**config.mk**
```make
export PLATFORM = sky130hd
export DESIGN_NAME = serial_add_ctrl
export DESIGN_NICKNAME = d
export VERILOG_FILES = /design/src/rtl/serial_add_pkg.sv /design/src/rtl/fa_bit_cell.sv /design/src/rtl/serial_add_ctrl.sv
export SDC_FILE = /design/constraint.sdc
export NUM_CORES = 1
export LEC_CHECK = 0
export ABC_CLOCK_PERIOD_IN_PS = 1300
export CAP_MARGIN = 5
export CORE_MARGIN = 8
export CORE_UTILIZATION = 38
export DETAILED_ROUTE_END_ITERATION = 16
export PLACE_DENSITY = 0.72
export SYNTH_ARGS = -nofsm -noshare
export SYNTH_HDL_FRONTEND = slang
export SYNTH_SLANG_ARGS = --single-unit
export TNS_END_PERCENT = 10
```
**constraint.sdc**
```tcl
create_clock -name clk -period 1.3 [get_ports clk]
set_input_delay 0.195 -clock clk [delete_from_list [all_inputs] [get_ports clk]]
set_output_delay 0.195 -clock clk [all_outputs]
set_load 0.005 [all_outputs]
```
**src/rtl/serial_add_pkg.sv**
```systemverilog
// Shared constants for the bit-serial adder: FSM state encoding
// and the default operand width.
package serial_add_pkg;

  localparam int SERIAL_ADD_W = 8;

  typedef enum logic [1:0] {
    IDLE = 2'd0,
    RUN  = 2'd1,
    DONE = 2'd2
  } sa_state_e;

endpackage

```
**src/rtl/fa_bit_cell.sv**
```systemverilog
// Combinational 1-bit full adder, time-shared by serial_add_ctrl.
// Ports: x, y, ci in; s (sum bit), co (carry out).
module fa_bit_cell (
  input  logic x,
  input  logic y,
  input  logic ci,
  output logic s,
  output logic co
);

  logic p;

  assign p  = x ^ y;
  assign s  = p ^ ci;
  assign co = (x & y) | (ci & p);

endmodule

```
**src/rtl/serial_add_ctrl.sv**
```systemverilog
// Bit-serial adder: one full-adder cell over WIDTH cycles, LSB first.
// Ports: clk, rst (async high), start, a, b, cin -> busy, done, sum, cout.
// Build macro SERIAL_ADD_SUB_EN adds input sub (a + ~b + 1, cin ignored).
module serial_add_ctrl
  import serial_add_pkg::*;
#(
  parameter int WIDTH = SERIAL_ADD_W
) (
  input  logic             clk,
  input  logic             rst,
  input  logic             start,
  input  logic [WIDTH-1:0] a,
  input  logic [WIDTH-1:0] b,
  input  logic             cin,
`ifdef SERIAL_ADD_SUB_EN
  input  logic             sub,
`endif
  output logic             busy,
  output logic             done,
  output logic [WIDTH-1:0] sum,
  output logic             cout
);

  localparam int CW = $clog2(WIDTH);
  localparam logic [CW-1:0] LAST = CW'(WIDTH - 1);

  sa_state_e        state_q, state_d;
  logic [WIDTH-1:0] a_q, a_d;
  logic [WIDTH-1:0] b_q, b_d;
  logic [WIDTH-1:0] sum_q, sum_d;
  logic [CW-1:0]    cnt_q, cnt_d;
  logic             c_q, c_d;
  logic             cout_q, cout_d;

  logic             fa_s;
  logic             fa_co;
  logic [WIDTH-1:0] b_in;
  logic             c_in;

  // Subtraction is a + ~b + 1: invert B and force carry-in.
`ifdef SERIAL_ADD_SUB_EN
  assign b_in = sub ? ~b : b;
  assign c_in = sub ? 1'b1 : cin;
`else
  assign b_in = b;
  assign c_in = cin;
`endif

  fa_bit_cell u_fa (
    .x  (a_q[0]),
    .y  (b_q[0]),
    .ci (c_q),
    .s  (fa_s),
    .co (fa_co)
  );

  always_comb begin
    state_d = state_q;
    a_d     = a_q;
    b_d     = b_q;
    sum_d   = sum_q;
    cnt_d   = cnt_q;
    c_d     = c_q;
    cout_d  = cout_q;
    unique case (state_q)
      IDLE: begin
        if (start) begin
          state_d = RUN;
          a_d     = a;
          b_d     = b_in;
          c_d     = c_in;
          cnt_d   = '0;
          sum_d   = '0;
          cout_d  = 1'b0;
        end
      end
      RUN: begin
        sum_d = {fa_s, sum_q[WIDTH-1:1]};
        c_d   = fa_co;
        a_d   = a_q >> 1;
        b_d   = b_q >> 1;
        // Counter stops at LAST; the FSM leaves RUN before it can wrap.
        if (cnt_q == LAST) begin
          state_d = DONE;
          cout_d  = fa_co;
        end else begin
          cnt_d = cnt_q + 1'b1;
        end
      end
      DONE: state_d = IDLE;
      default: state_d = IDLE;
    endcase
  end

  always_ff @(posedge clk or posedge rst) begin
    if (rst) begin
      state_q <= IDLE;
      a_q     <= '0;
      b_q     <= '0;
      sum_q   <= '0;
      cnt_q   <= '0;
      c_q     <= 1'b0;
      cout_q  <= 1'b0;
    end else begin
      state_q <= state_d;
      a_q     <= a_d;
      b_q     <= b_d;
      sum_q   <= sum_d;
      cnt_q   <= cnt_d;
      c_q     <= c_d;
      cout_q  <= cout_d;
    end
  end

  assign busy = (state_q != IDLE);
  assign done = (state_q == DONE);
  assign sum  = sum_q;
  assign cout = cout_q;

endmodule

```
=== After elaboration in Yosys (flattened, before gate mapping) ===
Index checks and enable logic that the tools add are counted.

* Add/subtract/negate cells: 1
* Muxes and demuxes: 17
* Eq/ne operators: 6
* Bitwise operators: 5
* Reduce and logical (&&, ||, !) cells: 7

{| class="wikitable"
|+ Operators with widths
! kind !! number
|-
| $pmux W8 S2 || 3
|-
| $mux W8 || 3
|-
| $mux W3 || 2
|-
| $ne A2 B2 Y1 const B || 3
|-
| $pmux W3 S2 || 1
|-
| $reduce_and A3 Y1 || 2
|-
| $mux W2 || 2
|-
| $pmux W1 S2 || 2
|-
| $pmux W2 S2 || 1
|-
| $reduce_and A2 Y1 || 2
|-
| $reduce_bool A2 Y1 || 2
|-
| $add A3 B1 Y3 const B || 1
|-
| $eq A3 B3 Y1 const B || 1
|-
| $mux W1 || 3
|-
| $and A1 B1 Y1 || 2
|-
| $eq A2 B1 Y1 const B || 1
|-
| $eq A2 B2 Y1 const B || 1
|-
| $logic_not A2 Y1 || 1
|-
| $xor A1 B1 Y1 || 2
|-
| $or A1 B1 Y1 || 1
|}

* Input port bits: 20
* Output and inout bits: 11
* Register bits after elaboration: 31
* Word-level logic and storage cells: 43

=== Depth between registers and ports, before layout ===
* Depth in word-level cells: 5
* Mapped depth: 5
* Mapped depth without buffers: 5

=== Cells and area by module ===
From an unflattened synthesis, not the netlist that was laid out.

* Cell total of the unflattened synthesis: 135
* Area total of the unflattened synthesis: 1485.2 µm²

{| class="wikitable"
|+ Modules (own cells, without submodules)
! module !! cells an instance !! area each (µm²) !! times used !! seq. area each (µm²)
|-
| serial_add_ctrl || 134 || 1465.2 || 1 || 775.7
|-
| fa_bit_cell || 1 || 20.0 || 1 || 0.0
|}

=== Least setup slack after synthesis ===
Ideal clock, no wire load.

* Path type: reg-to-reg
* Start point: register c_q
* End point: register cout_q, in the netlist cout
* Library setup time: 0.116 ns
* Path buffers: 0
* Arrival time: 1.135 ns
* Stages on the path, launching flop included: 4
* Setup slack: 0.049 ns
* Data required time: 1.184 ns
* Period minus slack after synthesis: 1.251 ns
* Cell sequence: dfrtp_1 > inv_1 > fa_1 > o311ai_0

* Word-level cells in the longest chain between the ends: 4

{| class="wikitable"
|+ RTL lines
! item !! line !! text
|-
| start: declaration || serial_add_ctrl.sv:32 || <nowiki>logic c_q, c_d;</nowiki>
|-
| start signal: assignment || serial_add_ctrl.sv:102 || <nowiki>c_q <= 1'b0;</nowiki>
|-
| start signal: assignment || serial_add_ctrl.sv:110 || <nowiki>c_q <= c_d;</nowiki>
|-
| $and A1 B1 Y1 || fa_bit_cell.sv:15 || <nowiki>assign co = (x & y) | (ci & p);</nowiki>
|-
| $or A1 B1 Y1 || fa_bit_cell.sv:15 ||
|-
| $mux W1 || serial_add_ctrl.sv:83 || <nowiki>if (cnt_q == LAST) begin</nowiki>
|-
| $pmux W1 S2 || serial_add_ctrl.sv:65 || <nowiki>unique case (state_q)</nowiki>
|-
| end signal: assignment || serial_add_ctrl.sv:111 || <nowiki>cout_q <= cout_d;</nowiki>
|-
| end: declaration || serial_add_ctrl.sv:33 || <nowiki>logic cout_q, cout_d;</nowiki>
|}

No other way between the ends. The select of a mux whose other input is x is not followed.
A chain may end at the register's enable or synchronous reset.

=== Worst setup path in the final report ===
* Start point: register state_q[1]
* End point: output busy

* Word-level cells in the longest chain between the ends: 1

{| class="wikitable"
|+ RTL lines
! item !! line !! text
|-
| start: declaration || serial_add_ctrl.sv:27 || <nowiki>sa_state_e state_q, state_d;</nowiki>
|-
| start signal: assignment || serial_add_ctrl.sv:105 || <nowiki>state_q <= state_d;</nowiki>
|-
| $reduce_bool A2 Y1 || serial_add_ctrl.sv:115 || <nowiki>assign busy = (state_q != IDLE);</nowiki>
|-
| end: declaration || serial_add_ctrl.sv:18 || <nowiki>output logic busy,</nowiki>
|}

No other way between the ends.

==> impl_results.md <==
* Cells after synthesis at between 100 and 150
* Hold buffer count at CTS at 0
* Via/cell ratio at about 5.5
* Max VDD drop at 0.947 mV
* Area leader, netlist: dfrtp_1
* EDFF count, synth at 0
* Tmin final at 1.35 ns
* Routed Antenna Nets at 0
* Final setup violation count at 3
* Die area at 6470 um2
* I/O pin count at 31
* Clock-pin slew on the worst setup and hold paths at approximately 0.070 ns
* Cell leakage power at between 0.9 and 1 nW
* Yosys cell types at 33
* Initial antenna violation count at 0
* Core ar. at 4000 um2
* CP startpoint kind: flip-flop
* Grt ovf at 0
* Hold Vio Cnt, Final at 0
* Total chip power at between 0.004 and 0.005 W
* GRT met2 Usage at 20.6%
* Via count at 1346
* Clock buffer depth at 2
* CTS root buffer: clkbuf_8
* DRT iter0 DRCs at 68
* Commonest cells after routing, fill and taps aside: dfrtp_1, buf_4, clkdlybuf4s50_1
* Core Rows at 23
* Non-filler cells, final at between 200 and 250
* Num CTS Buffers at 5
* CTS tree: built
* Setup TNS at -0.0640 ns
* Total of max-cap violations at 0
* Hold WC Path Type: in -> async
* Crit Path Category: reg -> out
* Clock skew after layout at 0.00669 ns
* Synth Register Bits at 31
* Final max-slew violation count at 0
* M3 GR Usage at about 5.0%
* F_max at roughly 740 MHz
* Nets at 219
* Ys flop type: dfrtp_1
* Syn-to-layout area delta at 39.5%
* Worst slew pin tran at about 0.25 ns
* GPL Wtd Cong at just under 0.8
* Vias in the first global route at between 1000 and 1500
* Largest net degree at the start of global routing at 32
* CP endpoint kind: output pin
* Worst slack at placement at -0.158 ns
* Gr busiest metal: met2
* Antenna cells at 0
* Post-synth ARST share at 100%
* Layout cells sized above 1 at a little under a third
* WP data arrival at 1.16 ns
* Placed Cells at approximately 230
* Final period util at 104%
* Htree depth at 2
* Post-Syn Area at about 1600 um2
* Die height at around 80 um
* Port bufs at 30
* RSZ-0062 raised after global routing: yes
* Req. time, crit path at ~1.1 ns
* Clk sinks at 31
* Final WS setup at -0.0541 ns
* Top cell type's share of synthesized area at between 40% and 50%
* Failing checks: negative setup slack
* YS warnings at 0
* Syn Nets at between 150 and 200
* Grt met1 use at between 10 and 15%
* Status: complete, but fails checks
* GR Util All Layers at about an eighth
* Final WL at around 3900 um
* Mean Syn Cell Area at 11.1 um2
* Slew headroom at around 83%
* Clock Latency Late Sink at between 0.2 and 0.3 ns
* Crit-path max FO at 3
* DRC errors left at 0
* Drt first pass iters at 4
* Commonest non-fill, non-tap cell in the layout: dfrtp_1
* Sequential element share of the synthesized area at 49.2%
* Synth top area cells: dfrtp_1, o22ai_1, buf_6
* Global-route wire length before repair at ~6400 um
* Cell area power density at approximately 2100 nW/um2
* Initial Utilization at approximately 40%
* Drt wl/cell at 16.0 um
* Post-DP HPWL at roughly 2700 um
* Die W at between 80 and 90 um
==> area by class of cell <==
class / instances / area [um2]
fill: 352 / 1800
clock inverter: 1 / 5.00
sequential: 31 / 777
clock buffer: 7 / 76.3
multi-input combinational: 91 / 728
timing repair buffer: 56 / 513
tap: 50 / 62.6
inverter: 10 / 37.5
==> per-stage QoR <==
stage	util, %	hold WS [ns]	instance area [um2]
final	55.0	0.256	2200
after global routing	55.0	0.281	2200
after CTS	54.2	0.261	2170
after detailed placement	49.6	0.491	1980
after global placement	49.6	0.485	1980
after floorplan	-	0.299	1580
==> worst paths after layout <==
kind	from	to	slack [ns]	cells past startpoint
max in group asynchronous	rst	state_q[1]$_DFFE_PP0P_	0.86	3
worst min register to register	sum[0]$_DFFE_PP0P_	sum[0]$_DFFE_PP0P_	0.50	1
worst max register to register	state_q[1]$_DFFE_PP0P_	sum[6]$_DFFE_PP0P_	-0.01	5
worst max-delay path	state_q[1]$_DFFE_PP0P_	busy	-0.05	3
min in group clk	a[7]	a_q[7]$_DFFE_PP0P_	0.47	3
worst min-delay path	rst	b_q[4]$_DFFE_PP0P_	0.26	3
==> synth_stat cells, types with 5 or more instances <==
master,count
dfrtp_1,31
o22ai_1,16
a21oi_1,13
inv_1,8
nand2_1,8
a22o_1,7
buf_6,7
o21ai_0,7
nor3b_2,6
nor2_1,5
==> registers in the layout, indices dropped and copies added (netlist names) <==
signal,cells
b_q,8
cnt_q,3
cout,1
c_q,1
state_q,2
sum,8
a_q,8
==> logic make-up (layout without fill, tap and decap cells) <==
group | Yosys count | after routing | share of synthesized area, %
compound gates | 56 | 56 | 25.0
flops | 31 | 31 | 49.2
simple gates | 31 | 31 | 13.8
buf+inv | 20 | 74 | 8.33
fa+ha+maj | 4 | 4 | 3.65
==> per-layer routing <==
layer | share of wire [%] | vias to the layer above | wire (um)
met3 | 7.4 | 7 | 290
met1 | 41 | 653 | 1620
met2 | 49 | 57 | 1930
met5 | 0 | - | 0
met4 | 2.4 | 0 | 93
li1 | - | 629 | -
==> report_power, final <==
part	internal, W	switching, W
clock network	0.000375	0.000350
registers	0.00139	0.000278
logic	0.00117	0.00105
==> timing repair <==
action	in CTS	in global routing
setup endpoints to repair	20	26
buffers inserted	11	0
resized for setup	29	5
endpoints found under the hold margin	0	0
pin swaps	1	5
==> critical path: stages, from the launching register on <==
cell and delay, ns:
dfrtp_2 0.40, buf_6 0.12, or2_4 0.23, buf_6 0.12
Power figures use the tool's default switching activity.
